`config.mk`:
```
export PLATFORM = sky130hd
export DESIGN_NAME = parallax_layers
export DESIGN_NICKNAME = d
export VERILOG_FILES = /design/src/rtl/scroller_pkg.sv /design/src/rtl/scroll_layer.sv /design/src/rtl/parallax_layers.sv
export SDC_FILE = /design/constraint.sdc
export NUM_CORES = 1
export LEC_CHECK = 0
export ABC_AREA = 1
export CORE_MARGIN = 2
export CORE_UTILIZATION = 55
export CTS_BUF_LIST = sky130_fd_sc_hd__clkbuf_4 sky130_fd_sc_hd__clkbuf_8
export CTS_CLUSTER_SIZE = 24
export DETAILED_ROUTE_END_ITERATION = 6
export GPL_TIMING_DRIVEN = 0
export HOLD_SLACK_MARGIN = 0.03
export PLACE_DENSITY = 0.81
export SLEW_MARGIN = 10
export SYNTH_ARGS = -nofsm -noshare
export SYNTH_HDL_FRONTEND = slang
export SYNTH_HIERARCHICAL = 1
export SYNTH_SLANG_ARGS = --single-unit
```
`constraint.sdc`:
```
create_clock -name clk -period 1.8 [get_ports clk]
set_input_delay 0.54 -clock clk [delete_from_list [all_inputs] [get_ports clk]]
set_output_delay 0.54 -clock clk [all_outputs]
set_load 0.005 [all_outputs]
```
`src/rtl/scroller_pkg.sv`:
```
// Shared constants for the parallax skyline scroller: colours, LFSR taps, layer seeds.
// Latency: n/a (constants and pure functions only).
// Backpressure: n/a.
package scroller_pkg;

  localparam int MAX_LAYERS = 4;

  // {r[1:0], g[1:0], b[1:0]}
  localparam logic [5:0] SKY_COLOUR    = 6'b00_01_11;
  localparam logic [5:0] WINDOW_COLOUR = 6'b11_11_00;

  typedef struct packed {
    logic [3:0] hi;
    logic [3:0] lo;
  } tap_pair_t;

  // Layer 0 (nearest) is brightest; far layers fade towards the sky.
  function automatic logic [5:0] layer_colour(input int idx);
    case (idx)
      0:       layer_colour = 6'b10_10_10;
      1:       layer_colour = 6'b01_10_01;
      2:       layer_colour = 6'b01_01_10;
      default: layer_colour = 6'b00_10_11;
    endcase
  endfunction

  // Fibonacci tap pair (bit indices) for each supported LFSR width.
  // The top bit is always one tap so no state bit goes unused.
  function automatic tap_pair_t lfsr_taps(input int width);
    case (width)
      7:       lfsr_taps = '{hi: 4'd6,  lo: 4'd5};
      8:       lfsr_taps = '{hi: 4'd7,  lo: 4'd5};
      9:       lfsr_taps = '{hi: 4'd8,  lo: 4'd4};
      10:      lfsr_taps = '{hi: 4'd9,  lo: 4'd6};
      11:      lfsr_taps = '{hi: 4'd10, lo: 4'd8};
      default: lfsr_taps = '{hi: 4'd11, lo: 4'd5};
    endcase
  endfunction

  // Seeds are nonzero in their low 7 bits so every legal width gets a live
  // state. Low nibbles 0,1,2,3 give a staggered skyline right after reset.
  function automatic logic [11:0] layer_seed(input int idx);
    case (idx)
      0:       layer_seed = 12'h0B0;
      1:       layer_seed = 12'h0E1;
      2:       layer_seed = 12'h152;
      default: layer_seed = 12'h0A3;
    endcase
  endfunction

endpackage

```
`src/rtl/scroll_layer.sv`:
```
// One skyline layer: per-frame scroll state, per-line column walker, solid-pixel test.
// Latency: solid is combinational from vcount and the current line state.
// Backpressure: none; every line_start/frame_start pulse is acted on.
//
// Ports: clk/rst (async active-high); vcount row; visible, line_start,
// frame_start, scroll_en timing controls; solid = layer covers this pixel;
// win_bit = line LFSR bit 4 (used for lit windows on the nearest layer).
module scroll_layer
  import scroller_pkg::*;
#(
  parameter int LAYER            = 0,
  parameter int LFSR_W           = 9,
  parameter int TOP              = 224,
  parameter int HEIGHT_STEP_LOG2 = 4
) (
  input  logic       clk,
  input  logic       rst,
  input  logic [9:0] vcount,
  input  logic       visible,
  input  logic       line_start,
  input  logic       frame_start,
  input  logic       scroll_en,
  output logic       solid,
  output logic       win_bit
);

  // Column width is 32>>LAYER, so offsets/counters are 5-LAYER bits and
  // wrap naturally at the column width.
  localparam int               PO_W      = 5 - LAYER;
  localparam tap_pair_t        TAPS      = lfsr_taps(LFSR_W);
  localparam int               TAP_HI    = int'(TAPS.hi);
  localparam int               TAP_LO    = int'(TAPS.lo);
  localparam logic [11:0]      SEED_FULL = layer_seed(LAYER);
  localparam logic [LFSR_W-1:0] SEED     = SEED_FULL[LFSR_W-1:0];
  localparam logic [9:0]       TOP_L     = 10'(TOP);

  function automatic logic [LFSR_W-1:0] lfsr_step(input logic [LFSR_W-1:0] s);
    if (s == '0) begin
      lfsr_step = SEED;  // recover from the lock-up state
    end else begin
      lfsr_step = {s[LFSR_W-2:0], s[TAP_HI] ^ s[TAP_LO]};
    end
  endfunction

  logic [LFSR_W-1:0] frame_lfsr_q, frame_lfsr_d;
  logic [LFSR_W-1:0] line_lfsr_q, line_lfsr_d;
  logic [PO_W-1:0]   po_q, po_d;
  logic [PO_W-1:0]   cc_q, cc_d;
  logic              advance;

  // Far layers only scroll every 2^LAYER frames; the nearest scrolls every frame.
  if (LAYER == 0) begin : g_nodiv
    assign advance = 1'b1;
  end else begin : g_div
    logic [LAYER-1:0] div_q, div_d;

    always_comb begin
      div_d = div_q;
      if (frame_start && scroll_en) begin
        div_d = div_q + LAYER'(1);
      end
    end

    always_ff @(posedge clk or posedge rst) begin
      if (rst) begin
        div_q <= '0;
      end else begin
        div_q <= div_d;
      end
    end

    assign advance = &div_q;
  end

  always_comb begin
    frame_lfsr_d = frame_lfsr_q;
    po_d         = po_q;
    line_lfsr_d  = line_lfsr_q;
    cc_d         = cc_q;

    if (frame_start && scroll_en && advance) begin
      po_d = po_q + PO_W'(1);
      if (po_q == '1) begin
        frame_lfsr_d = lfsr_step(frame_lfsr_q);
      end
    end

    // The line reload reads the _q values, so a coincident frame update is
    // only seen from the following line onwards.
    if (line_start) begin
      line_lfsr_d = frame_lfsr_q;
      cc_d        = po_q;
    end else if (visible) begin
      cc_d = cc_q + PO_W'(1);
      if (cc_q == '1) begin
        line_lfsr_d = lfsr_step(line_lfsr_q);
      end
    end
  end

  always_ff @(posedge clk or posedge rst) begin
    if (rst) begin
      frame_lfsr_q <= SEED;
      line_lfsr_q  <= SEED;
      po_q         <= '0;
      cc_q         <= '0;
    end else begin
      frame_lfsr_q <= frame_lfsr_d;
      line_lfsr_q  <= line_lfsr_d;
      po_q         <= po_d;
      cc_q         <= cc_d;
    end
  end

  // Building height cutoff for this row: 0 above the layer's top, then one
  // more height unit every 2^HEIGHT_STEP_LOG2 rows, saturating at 16.
  logic [9:0] row_off;
  logic [9:0] units;
  logic [4:0] cutoff;

  always_comb begin
    row_off = vcount - TOP_L;
    units   = row_off >> HEIGHT_STEP_LOG2;
    if (vcount < TOP_L) begin
      cutoff = 5'd0;
    end else if (units >= 10'd15) begin
      cutoff = 5'd16;
    end else begin
      cutoff = units[4:0] + 5'd1;
    end
  end

  assign solid   = {1'b0, line_lfsr_q[3:0]} < cutoff;
  assign win_bit = line_lfsr_q[4];

endmodule

```
`src/rtl/parallax_layers.sv`:
```
// Parallax skyline generator: NUM_LAYERS scrolling LFSR skylines composited over a sky.
// Latency: rgb/layer_hit are registered, 1 cycle after hcount/vcount/visible.
// Backpressure: none; pulses are honoured even during the active area.
//
// Ports: clk, rst (async active-high); hcount/vcount/visible/line_start/
// frame_start from the sync generator; scroll_en freezes the scene when low;
// rgb = {r,g,b} 2 bits each; layer_hit = per-layer solid flags for that pixel.
// Optional macro PARALLAX_WINDOWS_EN: lit windows on the nearest layer.
module parallax_layers
  import scroller_pkg::*;
#(
  parameter int NUM_LAYERS       = 4,
  parameter int LFSR_W           = 9,
  parameter int TOP_ROW          = 224,
  parameter int HEIGHT_STEP_LOG2 = 4
) (
  input  logic                  clk,
  input  logic                  rst,
  input  logic [9:0]            hcount,
  input  logic [9:0]            vcount,
  input  logic                  visible,
  input  logic                  line_start,
  input  logic                  frame_start,
  input  logic                  scroll_en,
  output logic [5:0]            rgb,
  output logic [NUM_LAYERS-1:0] layer_hit
);

  logic [NUM_LAYERS-1:0] solid;
  logic [NUM_LAYERS-1:0] win_bit;

  for (genvar gi = 0; gi < NUM_LAYERS; gi++) begin : g_layer
    scroll_layer #(
      .LAYER            (gi),
      .LFSR_W           (LFSR_W),
      .TOP              (TOP_ROW - 32 * gi),
      .HEIGHT_STEP_LOG2 (HEIGHT_STEP_LOG2)
    ) u_layer (
      .clk         (clk),
      .rst         (rst),
      .vcount      (vcount),
      .visible     (visible),
      .line_start  (line_start),
      .frame_start (frame_start),
      .scroll_en   (scroll_en),
      .solid       (solid[gi]),
      .win_bit     (win_bit[gi])
    );
  end

  logic [5:0]            rgb_q, rgb_d;
  logic [NUM_LAYERS-1:0] layer_hit_q, layer_hit_d;

  always_comb begin
    rgb_d = SKY_COLOUR;
    // Walk far-to-near so the nearest solid layer is written last and wins.
    for (int i = NUM_LAYERS - 1; i >= 0; i--) begin
      if (solid[i]) begin
        rgb_d = layer_colour(i);
      end
    end
`ifdef PARALLAX_WINDOWS_EN
    if (solid[0] && hcount[2] && vcount[2] && win_bit[0]) begin
      rgb_d = WINDOW_COLOUR;
    end
`endif
    layer_hit_d = solid;
    if (!visible) begin
      rgb_d       = '0;
      layer_hit_d = '0;
    end
  end

  always_ff @(posedge clk or posedge rst) begin
    if (rst) begin
      rgb_q       <= '0;
      layer_hit_q <= '0;
    end else begin
      rgb_q       <= rgb_d;
      layer_hit_q <= layer_hit_d;
    end
  end

  assign rgb       = rgb_q;
  assign layer_hit = layer_hit_q;

  // hcount and most window bits only matter when windows are built in.
  logic unused_ok;
  assign unused_ok = ^{hcount, win_bit};

endmodule

```
Yosys cells after proc, flatten, opt, wreduce, memory -nomap -nowiden. Cells that the tools add are included.

Bits in read-only memories: 0. Bits in writable memories: 0. Flip-flop bits (word level): 116. Word-level logic and storage cells: 137. Memories kept: 0. Bits in latches: 0. Output and inout port bits: 10. Input bits: 26.

Reduce and logical (&&, ||, !) cells: 27. Bitwise gates (word level): 8. Shift operators: 0. Muxes and demuxes: 42. Magnitude comparators: 12. Eq/ne operators: 8. Div/mod/pow operators: 0. Add/sub/neg operators: 19. $mul: 0.

Operators by type and width (number): $mux W9 (20); $logic_not A9 Y1 (8); $mux W5 (10); $lt A10 B8 Y1 const B (4); $sub A10 B8 Y10 const B (4); $add A5 B1 Y5 const B (6); $ge A6 B4 Y1 const B (4); $mux W6 (4); $lt A4 B5 Y1 (4); $reduce_and A2 Y1 (9); $mux W4 (4); $eq A5 B5 Y1 const B (2); $reduce_bool A2 Y1 (5); $add A3 B1 Y3 const B (3); $add A4 B1 Y4 const B (2); $eq A4 B4 Y1 const B (2); $xor A1 B1 Y1 (8); $add A2 B1 Y2 const B (3); $eq A3 B3 Y1 const B (2); $mux W3 (2); $eq A2 B2 Y1 const B (2); $logic_and A1 B1 Y1 (4); $mux W2 (2); $reduce_and A3 Y1 (1); $add A1 B1 Y1 const B (1).

Longest topological paths before layout.
Depth after elaboration: 10. Gate-level depth with buffers: 19. Depth with buffers taken out: 19.

By module. Netlist, hierarchy kept.

Modules (own cells, without submodules): scroll_layer at g_layer[0].u_layer (instances 1, area each 1679.1 sq um, seq. area each 708.2 sq um, cells each 202); scroll_layer at g_layer[1].u_layer (instances 1, area each 1575.3 sq um, seq. area each 685.7 sq um, cells each 205); scroll_layer at g_layer[2].u_layer (instances 1, area each 1536.5 sq um, seq. area each 660.6 sq um, cells each 191); scroll_layer at g_layer[3].u_layer (instances 1, area each 1472.7 sq um, seq. area each 635.6 sq um, cells each 182); parallax_layers (instances 1, area each 320.3 sq um, seq. area each 225.2 sq um, cells each 32).

Worst setup path after synthesis. No wires, ideal clock.

Path kind: in2reg. Start point: input port vcount[5]. End point: register rgb_q[2] (netlist: rgb[2]). Library setup time: 0.071 ns. Path slack: -0.517 ns. Path buffers: 0. Cell stages on the path: 17. Data required time: 1.729 ns. Data arrival time: 2.246 ns. Cell sequence: inv_1 ha_1 inv_1 nand2_1 nand3_1 nand2_1 nor3_2 nand2_1 ha_1 o21ai_0 nand2_1 a21o_1 nand2_1 inv_1 nand2_1 nand2_1 nor2_1.

Elaborated cells between the ends (all ways): 33. Those cells by class: add/sub: 8; order compare: 12; mux: 13.

RTL lines: from (decl) (line parallax_layers.sv:20) `input logic [9:0] vcount,`; $sub A10 B8 Y10 (line scroll_layer.sv:122) `row_off = vcount - TOP_L;`; $add A5 B1 Y5 / $ge A6 B4 Y1 (equally long branches) (line scroll_layer.sv:129, scroll_layer.sv:126); $mux W5 (line scroll_layer.sv:126) `end else if (units >= 10'd15) begin`; $mux W5 * (line scroll_layer.sv:124) `if (vcount < TOP_L) begin`; $lt A4 B5 Y1 * (line scroll_layer.sv:133) `assign solid = {1'b0, line_lfsr_q[3:0]} < cutoff;`; via solid[2] (line parallax_layers.sv:29) `logic [NUM_LAYERS-1:0] solid;`; $mux W6 * (3 in series) (line parallax_layers.sv:58) `if (solid[i]) begin`; $mux W6 * (line parallax_layers.sv:68) `if (!visible) begin`; via rgb_d[2] (line parallax_layers.sv:51) `logic [5:0] rgb_q, rgb_d;`; to (signal assigned) (line parallax_layers.sv:79) `rgb_q <= rgb_d;`; to (decl) (line parallax_layers.sv:51).

The timed path passes the listed nets; every way through them passes the cells marked *. A chain may end at the register's enable or synchronous reset.

Worst setup path in the final report. Same ends and word-level chain as after synthesis.

==> impl_summary.md <==
Final layout
The net count of the finished layout is between 900 and 1k. The count of inserted antenna diode cells is 0. From synthesis to final layout, the design area changed by 21.2%. Cells with a size suffix above 1 make up 24.4% of the layout.

Routing
In the routed layout, each cell is associated on average with a via count of 5.33. The routed design has 14.2 mm of wire. The detailed router finished its first iteration with 291 violations. The average wire per standard cell is around 14 um.

The detailed router placed approximately 5.5k vias in this run. The count of nets left with antenna violations once routing finished came out at 0. The count of unresolved DRC violations after routing is 0. The pre-antenna-repair detailed-routing pass consisted of 5 iterations.

Timing
Across all setup checks in the final design, the least slack found is -281 ps. For the pin with the worst max-slew slack, the measured transition is 955 ps. After layout, the minimum clock period comes to between 2000 and 2500 ps.

The number of pins with negative max-slew slack in the final report was 0. Across all hold checks on the routed design, the worst slack comes to 472 ps. The count of final hold-check violations is 0. The worst max-slew margin expressed relative to the limit is 36.3%.

The final setup skew is 11.3 ps. The peak clock frequency supported by timing is 480 MHz. The number of setup violations in the final report is 9.

After layout, the worst path uses 116% of the clock period. Setup repair after global routing could not meet its margin everywhere.

Critical path
On the critical path, the stage with the largest delay is an instance of sky130_fd_sc_hd__ha_1. The signal on the critical path passes through buf_12 > clkinv_8 > ha_4 > inv_2 > nand2_4 > nand2_1 > nand2_1 > nand2_2 > nor3_4 > nand3b_1 > ha_1 > o21ai_1 > nand2_1 > a21o_1 > nand2_2 > inv_2 > nand2_2 > nand2_1 > nor2_1. In this design, the stage delay of the slowest critical-path cell is 300 ps.

The worst-path maximum fanout is 3. At the worst endpoint, the arrival time is 2450 ps. Counting stages on the worst path, the most repeated cell is sky130_fd_sc_hd__nand2_1. The kind of cell adding the most delay to the critical path is simple AND/OR/NAND/NOR gates.

Counting both buffers and inverters, the worst setup path holds a total of 4. The category of the worst setup path launch point is an input pin. The kind of end point of the critical path is a flip-flop. The category of the critical setup timing path is in2reg. The required time reported for the critical path endpoint is about 2200 ps.

Synthesis
The post-synthesis instance total is just over 800. The post-synthesis async set-or-reset flop share is 100%. Counting every net in the synthesized netlist gives 875. The mapped netlist covers 6580 um2. The count of different cell masters after synthesis is 45. For this run, the leading register cell type out of synthesis is sky130_fd_sc_hd__dfrtp_1. After synthesis the netlist holds a flip-flop and latch count of 115. The post-synthesis average cell area is 8.11 um2.

For this run, the number of Yosys warnings is 6. The sequential fraction of the synthesis area is 44.3%. Yosys mapped a number of flops with a built-in enable equal to 0.

Status
The final reports fail on negative setup slack. The flow ran to the end, but the final reports show violations.

Clock network
The total number of clock tree sinks is 115. Clock tree synthesis selected as its root buffer the cell sky130_fd_sc_hd__clkbuf_8. The number of buffers inserted by hold repair at cts is 0. The clock transition at the register clock pins on the worst setup and hold paths after CTS is 70 ps. The clock insertion delay at the later pin of the skew report is 450 ps. CTS built an H-tree with a depth of 4. Counting along the longest clock path gives a buffer depth of 2. The CTS tree is built.

The number of clock buffers inserted by TritonCTS is 17.

Placed design
The placed wire-length estimate after detailed placement is 9.14 mm. The port buffer count is 21. The placer congestion estimate is just under 0.9. The pre-CTS setup slack is -1730 ps.

Run
Across the run, the number of max-cap violations was 0.

Min path
The min-delay analysis places its worst path in the category reg2reg.

Floorplanning
The area of the die is 12900 um2. The initial core utilization is a little under three fifths. From left edge to right edge, the die measures 113 um. The cell row count is 39.

The die is around 110 um tall. In this run the standard cell core region covers 11600 um2. During I/O placement, the number of pins put on the boundary was 36.

Power
The worst-case IR drop observed on VDD is 818 uV. The cell area power density is about 1100 nW/um2. The analysis attributes to cell leakage a power of 0.00387 uW. After layout, the design draws a total of approximately 9000 uW.

Global route
The overall fraction of global-route tracks in use is 22.7%. The first global-routing pass estimated 23.3 mm of wire. The final global-route overflow total is 0. The number of antenna violations at the first check in global routing came to 0. The number of global-route vias before repair is around 5k. Entering global routing, the biggest net connects 29 pins.
[layout make-up]
type                    count  area [um2]
well taps                 143         179
clock inverters            15         231
fillers                   898        3580
plain buffers              12        85.1
flip-flops and latches    115        2920
repair buffers             41         412
clock buffers              17         234
multi-input cells         565        3430
inverters                 120         495
[synthesized netlist by cell type (all sizes together), types with 2 or more instances]
library cell,instances,area [um2]
xnor2,10,87.6
o21ai,59,318
and3,2,12.5
nand2,214,863
ha,37,463
clkinv,2,7.51
a22oi,7,52.6
nand4,5,31.3
or2,3,21.3
o21a,4,30.0
mux2,3,33.8
dfstp,30,788
o221ai,8,70.1
o22ai,8,50.1
dfrtp,85,2130
xor2,12,105
o211ai,7,52.6
nor3,7,61.3
buf,12,85.1
a21o,2,15.0
nand3b,2,15.0
nand3,56,300
inv,118,448
a21oi,22,110
nor2,92,393
[worst reg2reg max path, delay by kind of cell (launching register included)]
family | cells | cell delay [ps]
AOI/OAI and AO/OA | 1 | 90
adders and majority gates | 2 | 400
buffers and inverters | 2 | 110
DFF | 1 | 410
and+or+nand+nor | 4 | 450
[per-stage QoR]
stage	instance area, um2	setup TNS [ps]	instances	utilization [%]
floorplan	6710	-2100	812	-
global placement	7100	-73030	976	61.4
detailed placement	7100	-75300	976	61.4
CTS	7770	-1040	1023	67.2
global route	7980	-3010	1028	69.0
finish	7980	-1940	1028	69.0
[path summary, 6_finish.rpt]
check,cells after the start,endpoint,slack (ps),start
max in group asynchronous,2,g_layer[3].u_layer/g_div.div_q[0],180,rst
min,2,g_layer[1].u_layer/line_lfsr_q[5],470,g_layer[1].u_layer/line_lfsr_q[5]
min reg2reg,2,g_layer[1].u_layer/line_lfsr_q[5],470,g_layer[1].u_layer/line_lfsr_q[5]
max,19,rgb[2],-280,vcount[5]
min in group asynchronous,2,rgb[1],760,rst
max reg2reg,9,g_layer[0].u_layer/line_lfsr_q[3],200,g_layer[0].u_layer/cc_q[0]
[repair_timing]
| action | in CTS | in global routing |
|---|---|---|
| endpoints found under the setup margin | 59 | 39 |
| setup buffers | 15 | 6 |
| pin swaps | 16 | 28 |
| gates resized for setup | 80 | 42 |
| endpoints found under the hold margin | 0 | 0 |
[state kept, by name (all words and copies together) (netlist names)]
signal,cells
g_layer.u_layer/g_div.div_q,5
g_layer.u_layer/line_lfsr_q,36
layer_hit,4
g_layer.u_layer/frame_lfsr_q,36
g_layer.u_layer/advance,1
g_layer.u_layer/po_q,14
g_layer.u_layer/cc_q,14
rgb,5
[per-layer routing]
metal | GRT usage (%) | vias up | wire [um]
li1 | - | 2754 | -
met1 | 29.1 | 2614 | 6460
met2 | 37.1 | 98 | 6910
met3 | 5.79 | 17 | 577
met4 | 8.62 | 0 | 236
met5 | 0 | - | 0
[report_power, final]
group	leakage, uW	switching, uW	internal [uW]	total [uW]
Sequential	0.00135	551	3300	3860
Clock	0.000227	1130	1660	2790
Combinational	0.00229	1310	1030	2340
Total	0.00387	2990	6000	8990
[layout by cell type, fill, tap and decap left out, drive strengths merged, types with 5 or more instances in the layout]
cell,instances
inv,117
dfrtp,85
clkbuf,19
o211ai,7
a22oi,7
buf,37
nor2,92
nor3,7
nand4,5
ha,37
nand3,56
xor2,12
o22ai,8
bufinv,5
a21oi,22
xnor2,10
clkinv,9
nand2,214
dlygate4sd2,10
dfstp,30
o21ai,59
o221ai,8
[cell families (layout without fill, tap and decap cells)]
kind of cell | Yosys count | in the layout | share of synthesized area (%)
mux | 3 | 3 | 0.513
flops | 115 | 115 | 44.3
fa+ha+maj | 37 | 37 | 7.03
xor+xnor | 22 | 22 | 2.93
simple gates | 382 | 382 | 25.9
compound gates | 121 | 121 | 11.1
buf+inv | 132 | 205 | 8.21
(Power assumes the default switching activity.)
